--- src/rtl/ov9281_init_seq.sv ---
`default_nettype none
// +---------------------------------------------------------------------------+
// | Module     : ov9281_init_seq                                              |
// | Description: OV9281 power-up register initialisation sequencer. Waits a   |
// |              settle delay, walks an external register table and issues    |
// |              one configuration write per entry, with delay entries,       |
// |              per-transaction timeout and bounded retries.                 |
// | Options    : define OV9281_INIT_VERIFY_EN to read back and compare every  |
// |              written register.                                            |
// | Revision   : 1.0 - initial release                                        |
// +---------------------------------------------------------------------------+
module ov9281_init_seq #(
  parameter int unsigned CLK_FREQ    = 50000000,
  parameter int unsigned PWRUP_US    = 1000,
  parameter int unsigned IDX_W       = 8,
  parameter int unsigned TIMEOUT_CYC = 100000,
  parameter int unsigned MAX_RETRY   = 3
) (
  input  logic             i_clk,
  input  logic             i_rst,
  input  logic             i_start,
  output logic [IDX_W-1:0] o_rom_idx,
  input  logic [23:0]      i_rom_entry,
  output logic             o_cfg_start,
  output logic             o_cfg_write,
  output logic             o_cfg_read,
  output logic [15:0]      o_cfg_addr,
  output logic [7:0]       o_cfg_wdata,
  input  logic [7:0]       i_cfg_rdata,
  input  logic             i_cfg_done,
  input  logic             i_cfg_error,
  output logic             o_busy,
  output logic             o_done,
  output logic             o_error,
  output logic [IDX_W-1:0] o_fail_idx
);

  localparam logic [31:0]      PWRUP_CYC = 32'(PWRUP_US * (CLK_FREQ / 1000000));
  localparam logic [31:0]      MS_CYC    = 32'(CLK_FREQ / 1000);
  localparam logic [31:0]      TMO_LAST  = 32'(TIMEOUT_CYC - 1);
  localparam logic [7:0]       MAX_R     = 8'(MAX_RETRY);
  localparam logic [IDX_W-1:0] LAST_IDX  = {IDX_W{1'b1}};
  localparam logic [IDX_W-1:0] IDX_ONE   = {{(IDX_W-1){1'b0}}, 1'b1};

`ifdef OV9281_INIT_VERIFY_EN
  typedef enum logic [3:0] {
    S_IDLE, S_PWRUP, S_FETCH, S_DECODE, S_ISSUE, S_WAIT,
    S_VERIFY_ISSUE, S_VERIFY_WAIT, S_DELAY, S_DONE, S_FAIL
  } state_t;
`else
  typedef enum logic [3:0] {
    S_IDLE, S_PWRUP, S_FETCH, S_DECODE, S_ISSUE, S_WAIT,
    S_DELAY, S_DONE, S_FAIL
  } state_t;
`endif

  state_t           state;
  state_t           state_n;
  logic [IDX_W-1:0] idx;
  logic [IDX_W-1:0] fail_idx;
  logic [31:0]      cnt;        // settle / delay countdown, or cycles since start pulse
  logic [7:0]       retry_cnt;
  logic             gap;        // one idle cycle in ISSUE before a retry start pulse
  logic [15:0]      cfg_addr;
  logic [7:0]       cfg_wdata;

  logic [15:0] rom_addr;
  logic [7:0]  rom_data;
  logic        timeout;
  logic        txn_fail;
  logic        can_retry;
  logic        cnt_last;
  logic        is_end;
  logic        is_delay;

  assign rom_addr  = i_rom_entry[23:8];
  assign rom_data  = i_rom_entry[7:0];
  assign timeout   = (cnt == TMO_LAST);
  assign txn_fail  = i_cfg_error | timeout;   // error wins over a coincident done
  assign can_retry = (retry_cnt < MAX_R);
  assign cnt_last  = (cnt <= 32'd1);
  assign is_end    = (rom_addr == 16'hFFFF);
  assign is_delay  = (rom_addr == 16'hFFFE);

`ifdef OV9281_INIT_VERIFY_EN
  logic rd_bad;
  assign rd_bad = i_cfg_done & (i_cfg_rdata != cfg_wdata);
`else
  logic unused_rdata;
  assign unused_rdata = ^i_cfg_rdata;
`endif

  assign o_rom_idx   = idx;
  assign o_fail_idx  = fail_idx;
  assign o_cfg_addr  = cfg_addr;
  assign o_cfg_wdata = cfg_wdata;
  assign o_busy      = !((state == S_IDLE) || (state == S_DONE) || (state == S_FAIL));
  assign o_done      = (state == S_DONE);
  assign o_error     = (state == S_FAIL);

  // State register; reset abandons any transaction in flight
  always_ff @(posedge i_clk) begin
    if (!i_rst) begin
      state <= S_IDLE;
    end else begin
      state <= state_n;
    end
  end

  // Next-state and handshake strobes
  always_comb begin
    state_n     = state;
    o_cfg_start = 1'b0;
    o_cfg_write = 1'b0;
    o_cfg_read  = 1'b0;
    case (state)
      S_IDLE: begin
        if (i_start) state_n = S_PWRUP;
      end
      S_PWRUP: begin
        if (cnt_last) state_n = S_FETCH;
      end
      S_FETCH: begin
        state_n = S_DECODE;
      end
      S_DECODE: begin
        if (is_end)                state_n = S_DONE;
        else if (idx == LAST_IDX)  state_n = S_FAIL;
        else if (is_delay)         state_n = S_DELAY;
        else                       state_n = S_ISSUE;
      end
      S_ISSUE: begin
        if (!gap) begin
          o_cfg_start = 1'b1;
          o_cfg_write = 1'b1;
          state_n     = S_WAIT;
        end
      end
      S_WAIT: begin
        o_cfg_write = 1'b1;
        if (txn_fail) begin
          state_n = can_retry ? S_ISSUE : S_FAIL;
        end else if (i_cfg_done) begin
`ifdef OV9281_INIT_VERIFY_EN
          state_n = S_VERIFY_ISSUE;
`else
          state_n = S_FETCH;
`endif
        end
      end
`ifdef OV9281_INIT_VERIFY_EN
      S_VERIFY_ISSUE: begin
        o_cfg_start = 1'b1;
        o_cfg_read  = 1'b1;
        state_n     = S_VERIFY_WAIT;
      end
      S_VERIFY_WAIT: begin
        o_cfg_read = 1'b1;
        if (txn_fail || rd_bad) begin
          state_n = can_retry ? S_ISSUE : S_FAIL;
        end else if (i_cfg_done) begin
          state_n = S_FETCH;
        end
      end
`endif
      S_DELAY: begin
        if (cnt_last) state_n = S_FETCH;
      end
      S_DONE, S_FAIL: begin
        if (i_start) state_n = S_PWRUP;
      end
      default: begin
        state_n = S_IDLE;
      end
    endcase
  end

  // Index, counters, retry bookkeeping and latched transaction fields
  always_ff @(posedge i_clk) begin
    if (!i_rst) begin
      idx       <= '0;
      fail_idx  <= '0;
      cnt       <= '0;
      retry_cnt <= '0;
      gap       <= 1'b0;
      cfg_addr  <= '0;
      cfg_wdata <= '0;
    end else begin
      case (state)
        S_IDLE, S_DONE, S_FAIL: begin
          if (i_start) begin
            cnt      <= PWRUP_CYC;
            idx      <= '0;
            fail_idx <= '0;
          end
        end
        S_PWRUP: begin
          if (!cnt_last) cnt <= cnt - 32'd1;
        end
        S_DECODE: begin
          retry_cnt <= '0;
          gap       <= 1'b0;
          if (is_end) begin
            cnt <= cnt;
          end else if (idx == LAST_IDX) begin
            fail_idx <= idx;
          end else if (is_delay) begin
            cnt <= {24'b0, rom_data} * MS_CYC;
          end else begin
            cfg_addr  <= rom_addr;
            cfg_wdata <= rom_data;
          end
        end
        S_ISSUE: begin
          gap <= 1'b0;
          cnt <= '0;
        end
        S_WAIT: begin
          cnt <= cnt + 32'd1;
          if (txn_fail) begin
            if (can_retry) begin
              retry_cnt <= retry_cnt + 8'd1;
              gap       <= 1'b1;
            end else begin
              fail_idx <= idx;
            end
          end
`ifndef OV9281_INIT_VERIFY_EN
          else if (i_cfg_done) begin
            idx <= idx + IDX_ONE;
          end
`endif
        end
`ifdef OV9281_INIT_VERIFY_EN
        S_VERIFY_ISSUE: begin
          cnt <= '0;
        end
        S_VERIFY_WAIT: begin
          cnt <= cnt + 32'd1;
          if (txn_fail || rd_bad) begin
            if (can_retry) begin
              retry_cnt <= retry_cnt + 8'd1;
              gap       <= 1'b1;
            end else begin
              fail_idx <= idx;
            end
          end else if (i_cfg_done) begin
            idx <= idx + IDX_ONE;
          end
        end
`endif
        S_DELAY: begin
          if (cnt_last) idx <= idx + IDX_ONE;
          else          cnt <= cnt - 32'd1;
        end
        default: begin
          cnt <= cnt;
        end
      endcase
    end
  end

endmodule
`default_nettype wire

--- config.mk ---
export PLATFORM = sky130hd
export DESIGN_NAME = ov9281_init_seq
export DESIGN_NICKNAME = d
export VERILOG_FILES = /design/src/rtl/ov9281_init_seq.sv
export SDC_FILE = /design/constraint.sdc
export NUM_CORES = 1
export LEC_CHECK = 0
export ABC_AREA = 1
export CAP_MARGIN = 5
export CORE_ASPECT_RATIO = 1.75
export CORE_MARGIN = 2
export CORE_UTILIZATION = 35
export CTS_CLUSTER_SIZE = 8
export DETAILED_ROUTE_END_ITERATION = 8
export GPL_TIMING_DRIVEN = 1
export PLACE_DENSITY = 0.58
export SYNTH_ARGS = -nofsm -noshare
export SYNTH_HDL_FRONTEND = slang
export SYNTH_SLANG_ARGS = --single-unit
--- constraint.sdc ---
create_clock -name i_clk -period 4.2 [get_ports i_clk]
set_input_delay 0.63 -clock i_clk [delete_from_list [all_inputs] [get_ports i_clk]]
set_output_delay 0.63 -clock i_clk [all_outputs]
set_load 0.02 [all_outputs]
# Word level (Yosys, flattened, before mapping)
# Index checks and enable logic that the tools add are counted.
# op_classes
n_mul,1
n_eq_ne,27
n_lt_le_gt_ge,2
addsub,4
n_bitwise,4
div_mod_pow,0
n_reduce_logical,19
shift,0
muxes,35
# op_table
operator,n
2-to-1 mux 32 bit,5
case mux 32 bit (5 select lines),1
2-to-1 mux 8 bit,10
case mux 8 bit (3 select lines),2
"adder 32 x 1 -> 32 bit, second input constant",1
"equality test 16 bit, second input constant",2
"equality test 32 x 17 -> 1 bit, second input constant",1
"<= comparator 32 x 1 -> 1 bit, second input constant",1
2-to-1 mux 4 bit,8
"subtractor 32 x 1 -> 32 bit, second input constant",1
"!= test 2 bit, second input constant",12
case mux 4 bit (6 select lines),1
"multiplier 8 x 12 -> 20 bit, second input constant",1
"adder 8 x 1 -> 8 bit, second input constant",2
"equality test 4 x 3 -> 1 bit, second input constant",4
case mux 8 bit (2 select lines),1
AND reduction 6 bit,2
"equality test 4 x 2 -> 1 bit, second input constant",2
"equality test 8 bit, second input constant",1
"< comparator 8 x 2 -> 1 bit, second input constant",1
AND reduction 4 bit,2
AND reduction 3 bit,2
nonzero test 3 bit,2
AND reduction 5 bit,1
16 further kinds,26
# word_totals
regBits,85
ram_bits,0
memories,0
latchBits,0
rom_bits,0
word_cells,100
out_inout_bits,46
input_bits,37

# Longest topological paths before layout
# Gate-level depths: netlist of the first run.
# depth
word_depth,5
depth_mapped,20
mapped_depth_nobuf,20

# Worst setup path after synthesis of the first run
# OpenSTA, ideal clock, no wires.
# synth_timing
path_type,input to register
start,in i_rom_entry[2]
end,reg cnt[11]
setup_ns,0.070
n_path_buf,0
cell_stages,14
t_required_ns,4.130
t_arrival_ns,3.497
path_slack_ns,0.633
path_cell_list,ha_1 > ha_1 > inv_1 > fa_1 > inv_1 > fa_1 > ha_1 > or2_2 > nand2_1 > xor2_1 > or2_2 > nand3_1 > nand2_1 > a21oi_1
# synth_between
elab_chain_len,5
# synth_rtl
item,line,text
from (decl),23,"input logic [23:0] i_rom_entry,"
multiplier 8 x 12 -> 20 bit,208,"cnt <= {24'b0, rom_data} * MS_CYC;"
2-to-1 mux 32 bit,207,end else if (is_delay) begin
2-to-1 mux 32 bit,205,end else if (idx == LAST_IDX) begin
2-to-1 mux 32 bit,203,if (is_end) begin
case mux 32 bit (5 select lines),189,case (state)
to (signal assigned),198,if (!cnt_last) cnt <= cnt - 32'd1;
to (signal assigned),204,cnt <= cnt;
to (signal assigned),208,
to (decl),61,logic [31:0] cnt;
# No other way between the ends. The select of a mux whose other input is x is not followed.
# A chain may end at the register's enable or synchronous reset.

# Worst setup path after layout of the first run
# layout_timing
start,in i_rom_entry[6]
end,reg cnt[18]
# The elaborated chain is that of the path after synthesis.

==> results of run 1 <==
## cells in the mapped netlist (all sizes together)
library cell  count  area share
nand3b            5      0.0048
nor3b             2      0.0019
nand4            30       0.024
or2               4      0.0032
o22ai             1     0.00081
nand2           411        0.20
fa               12       0.031
clkbuf           16      0.0078
conb              1     0.00048
nor3             16       0.012
a21oi            66       0.043
a31oi             1     0.00081
ha               58       0.094
o211ai            1     0.00097
inv             149       0.073
xor2              4      0.0045
and2              3      0.0024
a211oi            1     0.00097
o21ai            61       0.040
nand3           139       0.091
buf              36       0.025
nor2            214        0.11
xnor2             4      0.0045
dfxtp            85        0.22
## final cells by class
cell class                      instances  area share
Tap cell                              296     0.04032
Clock inverter                          6     0.01022
Multi-Input combinational cell       1034      0.5686
Timing Repair Buffer                  108      0.1084
Sequential cell                        85      0.1852
Clock buffer                           10     0.02601
Inverter                              149     0.06116
## timing repair
action	CTS	global route
resized for setup	0	1
endpoints found under the hold margin	0	0
setup endpoints to repair	0	1
## flip-flops by register name, indices dropped and copies added (netlist names)
name         count
state            4
o_rom_idx        8
retry_cnt        8
o_cfg_wdata      8
gap              1
cnt             32
o_cfg_addr      16
o_fail_idx       8
## worst max-delay path: cells and delay by family
family | cells | cell delay [ps]
buffers and inverters | 5 | 750
AO/OA/AOI/OAI | 1 | 120
adder cells (fa/ha/maj) | 5 | 1860
AND/OR/NAND/NOR | 8 | 830
## power by group through the flow
stage                     Sequential (mW)  Clock [mW]  Combinational (mW)
final                                1.16       0.919                2.84
after detailed placement             1.17           0                2.83
after CTS                            1.15       0.939                2.84
after global routing                 1.18       0.966                3.21
after global placement               1.16           0                2.80
after floorplan                      1.09           0                2.06
## path summary, 6_finish.rpt
| kind | startpoint | end | slack, ps | cells past startpoint |
|---|---|---|---|---|
| hold / removal | retry_cnt[3] | retry_cnt[3] | 440 | 2 |
| hold reg to reg | retry_cnt[3] | retry_cnt[3] | 440 | 2 |
| setup reg to reg | state[0] | cnt[7] | 1270 | 7 |
| setup / recovery | i_rom_entry[6] | cnt[18] | 300 | 19 |
## through the flow
step / area (um^2) / setup slack, ps / power [mW]
global placement: 8851 / -104.0 / 3.967
global route: 9186 / 47.57 / 5.357
CTS: 9184 / 249.6 / 4.929
detailed placement: 8851 / -118.1 / 3.998
floorplan: 7744 / 632.8 / 3.155
finish: 9186 / 299.7 / 4.918
## routing by layer
layer,share of wire,vias to the layer above
met3,0.029,69
met1,0.38,3841
li1,-,4350
met5,0,-
met2,0.54,165
met4,0.058,0
## kinds of logic after synthesis
kind of cell,count (synthesis)
and+or+nand+nor,824
xor gates and xnor gates,8
buffers and inverters,201
DFF,85
AOI/OAI and AO/OA,131
adders and majority gates,70
other,1
==> flow_metrics.tcl, run 1 <==
set metrics [dict create \
    yosysSeqAreaShare 0.2197 \
    grt_max_degree 57 \
    p_int_mw 2.428 \
    cts_tree "yes" \
    final_cell_mix "404 x nand2_1, 200 x nor2_1, 142 x inv_1, 137 x nand3_1, 85 x dfxtp_1" \
    syn-mean-instance-area_um2 5.866 \
    dp_hpwl_mm 20.10 \
    finalCritPeriodShare 0.9286 \
    first_pass_iters 5 \
    first_global_vias 7926 \
    globalRouteMet2Util 0.4147 \
    core_mm2 0.02189 \
    wl_per_cell_um 15.16 \
    pin_count 83 \
    final_common_cell "nand2_1" \
    skew_ps 7.353 \
    crit_chain "clkdlybuf4s50_1 > inv_1 > ha_1 > inv_1 > ha_1 > fa_1 > fa_1 > ha_1 > nand2_1 > inv_1 > nand2_1 > nand2_1 > inv_1 > nand3_1 > nand2_1 > nand3_1 > nand3_1 > nand2_1 > a21oi_1" \
    met1_usage 0.2377 \
    synth_compound_area_frac 0.08661 \
    cts_buffer_depth 2 \
    cp.arrival_ps 4180 \
    endpoint_kind "flip-flop" \
    dieArea_mm2 0.02338 \
    chipHeight_um 200.8 \
    synth_xor_area_frac 0.009048 \
    routed_wl_mm 25.58 \
    start_kind "input port" \
    slowest_delay_ps 490 \
    overflow 0 \
    worst_pin_slew_ps 1117 \
    diodes 0 \
    grt-busiest-layer "met2" \
    root_buffer "clkbuf_16" \
    criticalPathCategory "input port to flip-flop" \
    combinationalPowerShare 0.578 \
    synth_top_family_by_area "simple AND/OR/NAND/NOR gates" \
    setup_viol 0 \
    nets 1494 \
    cp.required_ps 4480 \
    ir_worst_vdd_uv 240.0 \
    globalplace.congestion 0.9573 \
    drtAntennaViolNets 0 \
    synth_nets 1427 \
    share_seq_of_total_power 0.235 \
    p_switching_mw 2.490 \
    grt_util_met3 0.02657 \
    max_slew_margin 0.2552 \
    postLayoutCoreUtil 0.4196 \
    yosys_warnings 0 \
    yosys.area_share.simple 0.4537 \
    drc 0 \
    cts_max_level 3 \
    vias 8425 \
    p_clk_frac 0.187 \
    hold-worst-slack_ps 443.0 \
    synth_fa_ha_area_frac 0.1247 \
    swShare 0.5063 \
    grt_pass1_wl_mm 40.56 \
    min-delay-path-class "flip-flop to flip-flop" \
    fill_cells 2391 \
    synth_cell_types 37 \
    die_w_um 116.4 \
    drtIter0Drc 405 \
    avgViaCountPerCell 4.991 \
    grt_use_total 0.2239 \
    report.final.slew_viol_count 0 \
    ys_ff_latch 85 \
    clk_pin_slew_ps 60 \
    netlist_instances 1320 \
    powerDensity_mw_per_mm2 535.4 \
    muxShareOfSynthArea 0 \
    clk_latency_ps 360 \
    multi_input_area_mm2 0.005224 \
    cp_max_fo 3 \
    fin_crit_ps 3900 \
    drive_above_1_share 0.06322 \
    fmax_mhz 256.4 \
    netlist_area_mm2 0.007744 \
    max_cap_viol_count 0 \
    cts.sinks 85 \
    status "finished clean" \
    io_buffers 73 \
    initial_core_util 0.3537 \
    cts_setup_buffers 0 \
    power.leakage_nw 4.175 \
    critPathSlowestCell "clkdlybuf4s50_1" \
    dpl.cell_count 1672 \
    antenna_found_initial 0 \
    rsz0062_at_grt "no" \
    num_rows 72 \
    hold_violations 0 \
    setup-tns-final_ps 0 \
    synthToLayoutAreaGrowth_pct 18.63 \
    instances_no_fill 1688 \
    numCtsBuffers 9 \
    cpMostUsedCell "nand2_1" \
    ctsHoldBuffers 0 \
    seq_area_mm2 0.001702 \
]
Note: power is estimated with default switching activity, not from simulation.
==> run 2: changes to the inputs <==
CTS_CLUSTER_SIZE = 24   (was 8)
==> results of run 2 <==
No change in the layout: final DEF, timing and power equal those of run 1.
